[config.mk]
export PLATFORM = sky130hd
export DESIGN_NAME = lsu_ctrl_flat
export DESIGN_NICKNAME = d
export VERILOG_FILES = /design/src/rtl/lsu_ctrl_if.sv /design/src/rtl/lsu_ctrl.sv /design/src/flat_wrapper.sv
export SDC_FILE = /design/constraint.sdc
export NUM_CORES = 1
export LEC_CHECK = 0
export CAP_MARGIN = 20
export CORE_MARGIN = 10
export CORE_UTILIZATION = 41
export DETAILED_ROUTE_END_ITERATION = 10
export PLACE_DENSITY = 0.77
export SKIP_LAST_GASP = 1
export SLEW_MARGIN = 40
export SYNTH_ARGS = -nofsm -noshare
export SYNTH_HDL_FRONTEND = slang
export SYNTH_SLANG_ARGS = --single-unit
[constraint.sdc]
create_clock -name clk -period 3.05 [get_ports clk]
set_clock_uncertainty 0.05 [all_clocks]
set_input_delay 0.61 -clock clk [delete_from_list [all_inputs] [get_ports clk]]
set_output_delay 0.61 -clock clk [all_outputs]
set_load 0.05 [all_outputs]
[src/rtl/lsu_ctrl_if.sv]
// rtl/lsu_ctrl_if.sv - request/acknowledge bus between lsu_ctrl and data memory
//
// Purpose: groups the memory-side handshake of the load/store sequencer.
// Ports (master = lsu_ctrl side):
//   mem_req   request valid, held until ack or timeout
//   mem_we    1 = write
//   mem_addr  word-aligned address
//   mem_be    byte-lane enables
//   mem_wdata lane-replicated store data
//   mem_ack   one-cycle completion pulse from memory
//   mem_rdata raw read word, valid with mem_ack
interface lsu_ctrl_if;
    logic        mem_req;
    logic        mem_we;
    logic [31:0] mem_addr;
    logic [3:0]  mem_be;
    logic [31:0] mem_wdata;
    logic        mem_ack;
    logic [31:0] mem_rdata;

    modport master (
        output mem_req, mem_we, mem_addr, mem_be, mem_wdata,
        input  mem_ack, mem_rdata
    );

    modport slave (
        input  mem_req, mem_we, mem_addr, mem_be, mem_wdata,
        output mem_ack, mem_rdata
    );
endinterface

[src/rtl/lsu_ctrl.sv]
// rtl/lsu_ctrl.sv - multi-cycle load/store sequencer with alignment and timeout checks
//
// Purpose: accepts a load/store from the decoder, issues one request on the
// memory bus, stalls the core until ack (or timeout) and returns extended
// load data.
// Ports:
//   clk, rst             clock, synchronous active-high reset
//   load, memwrite       decoder op controls (store wins when both set)
//   storeops             store width: 1 byte, 2 half, 3 word
//   read_funct           load funct3 (width / signedness)
//   addr, wdata          effective address and store data
//   stall                combinational pipeline hold
//   rdata, rdata_valid   extended load result, valid in DONE
//   misalign, bus_err    rejected-access / timeout pulses
//   mem                  memory bus (lsu_ctrl_if.master)
module lsu_ctrl #(
    parameter int unsigned TIMEOUT = 255
) (
    input  logic        clk,
    input  logic        rst,
    input  logic        load,
    input  logic        memwrite,
    input  logic [1:0]  storeops,
    input  logic [2:0]  read_funct,
    input  logic [31:0] addr,
    input  logic [31:0] wdata,
    output logic        stall,
    output logic [31:0] rdata,
    output logic        rdata_valid,
    output logic        misalign,
    output logic        bus_err,
    lsu_ctrl_if.master  mem
);

    localparam logic [15:0] TMO = 16'(TIMEOUT);

    typedef enum logic [1:0] {
        S_IDLE,
        S_REQ,
        S_DONE
    } state_t;

    state_t      state_q, state_d;
    logic [15:0] cnt_q, cnt_d;
    logic        req_q, req_d;
    logic        we_q, we_d;
    logic [31:0] addr_q, addr_d;
    logic [3:0]  be_q, be_d;
    logic [31:0] wdata_q, wdata_d;
    logic [1:0]  off_q, off_d;
    logic [2:0]  funct_q, funct_d;
    logic [31:0] rdata_q, rdata_d;
    logic        rvalid_q, rvalid_d;
    logic        berr_q, berr_d;

    // Access size of the incoming op: 0 byte, 1 half, 2 word.
    logic [1:0]  sz;
    logic        aligned;
    logic [3:0]  be_new;
    logic [31:0] wdata_new;
    logic [31:0] rshift;
    logic [7:0]  rbyte;
    logic [15:0] rhalf;
    logic [31:0] rext;
    logic [15:0] cnt_inc;

    always_comb begin
        sz = 2'd2;
        if (memwrite) begin
            case (storeops)
                2'd1:    sz = 2'd0;
                2'd2:    sz = 2'd1;
                default: sz = 2'd2;
            endcase
        end else begin
            // funct3 010/011/110/111 all fall through to a word load.
            case (read_funct[1:0])
                2'b00:   sz = 2'd0;
                2'b01:   sz = 2'd1;
                default: sz = 2'd2;
            endcase
        end

        case (sz)
            2'd0:    aligned = 1'b1;
            2'd1:    aligned = ~addr[0];
            default: aligned = (addr[1:0] == 2'b00);
        endcase

        be_new    = 4'b1111;
        wdata_new = wdata;
        if (memwrite) begin
            case (sz)
                2'd0: begin
                    be_new    = 4'b0001 << addr[1:0];
                    wdata_new = {4{wdata[7:0]}};
                end
                2'd1: begin
                    be_new    = 4'b0011 << {addr[1], 1'b0};
                    wdata_new = {2{wdata[15:0]}};
                end
                default: begin
                    be_new    = 4'b1111;
                    wdata_new = wdata;
                end
            endcase
        end
    end

    // Load extension uses the latched offset and funct3, not the live inputs.
    always_comb begin
        rshift = mem.mem_rdata >> {off_q, 3'b000};
        rbyte  = rshift[7:0];
        rhalf  = off_q[1] ? mem.mem_rdata[31:16] : mem.mem_rdata[15:0];
        case (funct_q[1:0])
            2'b00:   rext = {{24{rbyte[7] & ~funct_q[2]}}, rbyte};
            2'b01:   rext = {{16{rhalf[15] & ~funct_q[2]}}, rhalf};
            default: rext = mem.mem_rdata;
        endcase
    end

    always_comb begin
        state_d  = state_q;
        cnt_d    = cnt_q;
        req_d    = req_q;
        we_d     = we_q;
        addr_d   = addr_q;
        be_d     = be_q;
        wdata_d  = wdata_q;
        off_d    = off_q;
        funct_d  = funct_q;
        rdata_d  = rdata_q;
        rvalid_d = 1'b0;
        berr_d   = 1'b0;
        stall    = 1'b0;
        misalign = 1'b0;
        cnt_inc  = cnt_q + 16'd1;

        case (state_q)
            S_IDLE: begin
                if (load | memwrite) begin
                    if (!aligned) begin
                        misalign = 1'b1;
                    end else begin
                        stall   = 1'b1;
                        state_d = S_REQ;
                        cnt_d   = 16'd0;
                        req_d   = 1'b1;
                        we_d    = memwrite;
                        addr_d  = {addr[31:2], 2'b00};
                        be_d    = be_new;
                        wdata_d = wdata_new;
                        off_d   = addr[1:0];
                        funct_d = read_funct;
                    end
                end
            end
            S_REQ: begin
                stall = 1'b1;
                cnt_d = cnt_inc;
                // Ack is tested first so a same-cycle timeout never wins.
                if (mem.mem_ack || cnt_inc == TMO) begin
                    state_d  = S_DONE;
                    rvalid_d = ~we_q;
                    berr_d   = ~mem.mem_ack;
                    rdata_d  = (mem.mem_ack && !we_q) ? rext : 32'd0;
                    req_d    = 1'b0;
                    we_d     = 1'b0;
                    addr_d   = 32'd0;
                    be_d     = 4'd0;
                    wdata_d  = 32'd0;
                end
            end
            default: begin
                // Same instruction is still on the inputs here; ignore it.
                state_d = S_IDLE;
                cnt_d   = 16'd0;
                rdata_d = 32'd0;
            end
        endcase
    end

    always_ff @(posedge clk) begin
        if (rst) begin
            state_q  <= S_IDLE;
            cnt_q    <= 16'd0;
            req_q    <= 1'b0;
            we_q     <= 1'b0;
            addr_q   <= 32'd0;
            be_q     <= 4'd0;
            wdata_q  <= 32'd0;
            off_q    <= 2'd0;
            funct_q  <= 3'd0;
            rdata_q  <= 32'd0;
            rvalid_q <= 1'b0;
            berr_q   <= 1'b0;
        end else begin
            state_q  <= state_d;
            cnt_q    <= cnt_d;
            req_q    <= req_d;
            we_q     <= we_d;
            addr_q   <= addr_d;
            be_q     <= be_d;
            wdata_q  <= wdata_d;
            off_q    <= off_d;
            funct_q  <= funct_d;
            rdata_q  <= rdata_d;
            rvalid_q <= rvalid_d;
            berr_q   <= berr_d;
        end
    end

    assign mem.mem_req   = req_q;
    assign mem.mem_we    = we_q;
    assign mem.mem_addr  = addr_q;
    assign mem.mem_be    = be_q;
    assign mem.mem_wdata = wdata_q;
    assign rdata         = rdata_q;
    assign rdata_valid   = rvalid_q;
    assign bus_err       = berr_q;

endmodule

[src/flat_wrapper.sv]
// flat-port wrapper written by rule: the top's interface ports become plain ports
module lsu_ctrl_flat 
#(
    parameter int unsigned TIMEOUT = 255
)
  (clk, rst, load, memwrite, storeops, read_funct, addr, wdata, stall, rdata, rdata_valid, misalign, bus_err, mem_mem_req, mem_mem_we, mem_mem_addr, mem_mem_be, mem_mem_wdata, mem_mem_ack, mem_mem_rdata);
  lsu_ctrl_if mem_i ();
  input  logic clk;
  input  logic rst;
  input  logic load;
  input  logic memwrite;
  input  logic [1:0] storeops;
  input  logic [2:0] read_funct;
  input  logic [31:0] addr;
  input  logic [31:0] wdata;
  output logic stall;
  output logic [31:0] rdata;
  output logic rdata_valid;
  output logic misalign;
  output logic bus_err;
  output wire logic [$bits(mem_i.mem_req)-1:0] mem_mem_req;
  output wire logic [$bits(mem_i.mem_we)-1:0] mem_mem_we;
  output wire logic [$bits(mem_i.mem_addr)-1:0] mem_mem_addr;
  output wire logic [$bits(mem_i.mem_be)-1:0] mem_mem_be;
  output wire logic [$bits(mem_i.mem_wdata)-1:0] mem_mem_wdata;
  input wire logic [$bits(mem_i.mem_ack)-1:0] mem_mem_ack;
  input wire logic [$bits(mem_i.mem_rdata)-1:0] mem_mem_rdata;
  assign mem_mem_req = mem_i.mem_req;
  assign mem_mem_we = mem_i.mem_we;
  assign mem_mem_addr = mem_i.mem_addr;
  assign mem_mem_be = mem_i.mem_be;
  assign mem_mem_wdata = mem_i.mem_wdata;
  assign mem_i.mem_ack = mem_mem_ack;
  assign mem_i.mem_rdata = mem_mem_rdata;
  lsu_ctrl #(.TIMEOUT(TIMEOUT)) u_core (.clk(clk), .rst(rst), .load(load), .memwrite(memwrite), .storeops(storeops), .read_funct(read_funct), .addr(addr), .wdata(wdata), .stall(stall), .rdata(rdata), .rdata_valid(rdata_valid), .misalign(misalign), .bus_err(bus_err), .mem(mem_i));
endmodule
==> impl_metrics.csv <==
group,metric,value,unit
placement,place_area,8310,um^2
hold_path,min_path_cells,1,
placement,dp.cells,1077,
cts,htree_levels,4,
logic_synthesis,yosys_most_used_dff,"dfxtp_1",
worst_setup_path,worstPathMaxFanout,3,
worst_setup_path,path_class,"in2out",
hold_path,worstHoldStart,"u_core.rdata[10]$_SDFFE_PP0P_",
timing,period_needed,2.96,ns
timing,worst_slew_pin_slew,0.673,ns
layout,final_core_util,0.640,
floorplan,io_pins,212,
cts,postCtsSetupBuffers,0,
status,status,"finished clean",
placement,dp_slack,-0.304,ns
grt,antenna_found_initial,0,
timing,finalHoldWorstSlack,0.405,ns
cts,cts_resized,7,
floorplan,die-width,139,um
routing,viasPerCell,5.18,
layout,layout_common_cells,"204 x clkdlybuf4s50_1, 125 x dfxtp_1, 93 x nand2_1",
worst_setup_path,rr_worst_depth,9,
layout,nFillCells,1167,
grt,grt_overflow_total,0,
worst_setup_path,timing.rr.end,"u_core.mem.mem_wdata[10]$_SDFFE_PP0P_",
floorplan,start_util,0.420,
worst_setup_path,reg2reg_setup_slack,0.32,ns
worst_setup_path,setup.worst_path.start_class,"input pin",
timing,final_max_slew_viol_count,0,
layout,fin_nets,1025,
routing,ant_nets,0,
cts,cts.hold.buffers_added,0,
grt,grt_pass1_vias,5854,
cts,clock-sinks,125,
pwr,leakagePower,3.34,nW
routing,drt_iter0_markers,349,
logic_synthesis,synth_area,5850,um^2
layout,final_common_cell,"clkdlybuf4s50_1",
hold_path,whs_endpoint,"u_core.rdata[10]$_SDFFE_PP0P_",
timing,final.setup.worst_slack,0.0931,ns
layout,area_growth,52.4,%
logic_synthesis,yosysWarnings,0,
timing,period_share,0.969,
cts,clk_latency,0.42,ns
routing,totalWireLength,19600,um
floorplan,core.rowCount,43,
logic_synthesis,synthCells,710,
placement,dp_hpwl,14300,um
worst_setup_path,required,2.39,ns
timing,finalSetupViolCount,0,
placement,port_buffers,209,
worst_setup_path,regToRegStartpoint,"u_core.cnt_q[0]$_SDFFE_PP0P_",
routing,drt-pass1-iter-count,5,
logic_synthesis,synth_edf_count,0,
grt,grt_use_total,0.194,
logic_synthesis,synthArstFlopShare,0,
floorplan,die_h,139,um
flow_run,drv_cap,0,
layout,antenna_cells,0,
layout,drive_above_1_share,0.0861,
layout,final_cells,1109,
logic_synthesis,ys_ff_latch,125,
grt,grt_max_degree,56,
placement,gp_congestion,0.906,
routing,wire_per_inst,17.6,um
timing,slew_headroom,0.551,
cts,clock-root-buffer,"clkbuf_16",
timing,rsz0062_at_grt,"false",
timing,max_freq,0.338,GHz
logic_synthesis,synth.avg_cell_area,8.24,um^2
floorplan,design.core.area,13900,um^2
logic_synthesis,ys_seq_area_frac,0.428,
pwr,powerDensity,583,nW/um^2
cts,cts_made_buffers,17,
grt,grt_first_pass_wirelength,31100,um
timing,hold_violations,0,
pwr,ir_worst_vdd,0.000452,V
cts,cts_tree,"yes",
floorplan,dieArea,19400,um^2
hold_path,hold_path.class,"reg2reg",
logic_synthesis,synthDistinctLibCells,50,
routing,vias,5744,
routing,route.detailed.drc,0,
layout,final_area,8910,um^2
worst_setup_path,worst_ep_arrival_time,2.30,ns
worst_setup_path,cp-end-kind,"primary output",
cts,cts.path.max_buffers,2,
cts,cts.clk_slew.worst_paths,0.06,ns
==> metrics by stage <==
step / setup TNS [ns] / power [mW]
5_1_grt: 0 / 5.39
3_3_place_gp: -24.77 / 3.21
3_5_place_dp: -18.86 / 3.23
6_report: 0 / 5.20
2_1_floorplan: 0 / 2.66
4_1_cts: 0 / 5.23
==> cell type report <==
type / count / area [um^2] / share of cell area
Sequential cell: 125 / 2500 / 0.281
Clock inverter: 10 / 114 / 0.0128
Inverter: 82 / 308 / 0.0345
Multi-Input combinational cell: 446 / 2850 / 0.320
Clock buffer: 22 / 464 / 0.0521
Tap cell: 180 / 225 / 0.0253
Timing Repair Buffer: 244 / 2450 / 0.275
==> synthesized netlist by cell type, types with 2 or more instances <==
cell type    n  share of area
nand2_1     93          0.060
nor3_1      21          0.018
nor4_1       2         0.0021
o2bb2ai_1   24          0.036
nand2b_1     6         0.0064
nand3b_1     2         0.0026
buf_2       11         0.0094
a21o_1       7         0.0090
xnor2_1      6         0.0090
o32ai_1     18          0.027
mux2_2       2         0.0038
buf_4        6         0.0077
o31ai_1     51          0.065
buf_1        2         0.0013
a31oi_1      8         0.0086
a21oi_1     15          0.013
o21ai_0     38          0.033
nor2_1      35          0.022
o41ai_1      2         0.0030
clkbuf_1    38          0.024
nand4_1      5         0.0053
mux2i_1     30          0.051
o211ai_1     9          0.012
inv_1       82          0.053
or3_1        4         0.0043
nand3_1     11         0.0094
and3_1       2         0.0021
ha_1         3         0.0064
xor2_1       3         0.0045
a221oi_1     7          0.010
nor2b_1     21          0.022
a211oi_1     4         0.0051
dfxtp_1    125           0.43
==> per-layer routing <==
layer | up-vias | track usage | routed length (um)
li1 | 2888 | - | -
met1 | 2651 | 0.227 | 8180
met2 | 184 | 0.312 | 9250
met3 | 21 | 0.0834 | 1820
met4 | 0 | 0.0637 | 316
met5 | - | 0 | 0
==> logic make-up after synthesis <==
family | Yosys count | synth area share
other | 1 | 0.000641
adders and majority gates | 3 | 0.00642
DFF | 125 | 0.428
buffers and inverters | 140 | 0.0962
AOI/OAI and AO/OA | 191 | 0.234
xor gates and xnor gates | 9 | 0.0135
and+or+nand+nor | 208 | 0.163
muxes | 33 | 0.0590
==> sequential cells by signal (all words and copies together) (netlist names) <==
| name | cells |
|---|---|
| u_core.mem.mem_wdata | 32 |
| u_core.rdata | 32 |
| u_core.mem.mem_addr | 30 |
| u_core.cnt_q | 16 |
| u_core.mem.mem_be | 4 |
| u_core.funct_q | 3 |
| u_core.off_q | 2 |
| u_core.state_q | 2 |
| u_core.bus_err | 1 |
| u_core.mem.mem_req | 1 |
| u_core.mem.mem_we | 1 |
| u_core.rdata_valid | 1 |
==> worst max path at each step <==
stage / from / end / slack, ns / depth (start not counted)
CTS: storeops[0] / stall / 0.07 / 10
global placement: storeops[0] / u_core.mem.mem_be[0]$_SDFFE_PP0P_ / -0.50 / 10
finish: storeops[0] / stall / 0.09 / 10
detailed placement: storeops[0] / u_core.mem.mem_addr[30]$_SDFFE_PP0P_ / -0.30 / 13
global route: storeops[0] / stall / 0.02 / 10
floorplan: storeops[0] / u_core.mem.mem_addr[10]$_SDFFE_PP0P_ / 0.02 / 13
==> worst max-delay path, stage by stage <==
cell           delay, ns
dlygate4sd2_1       0.24
inv_1               0.08
ha_4                0.27
mux2_2              0.13
a21oi_1             0.06
or3_4               0.41
a21oi_2             0.13
buf_4               0.14
nor2_4              0.04
buf_8               0.17
==> report_power, final <==
group          switching [mW]  internal (mW)  total, mW  leakage [nW]
Combinational           0.838          0.535       1.37          2.05
Clock                   0.748           1.24       1.99         0.273
Sequential             0.0812           1.76       1.84          1.02
Power figures use the tool's default switching activity.
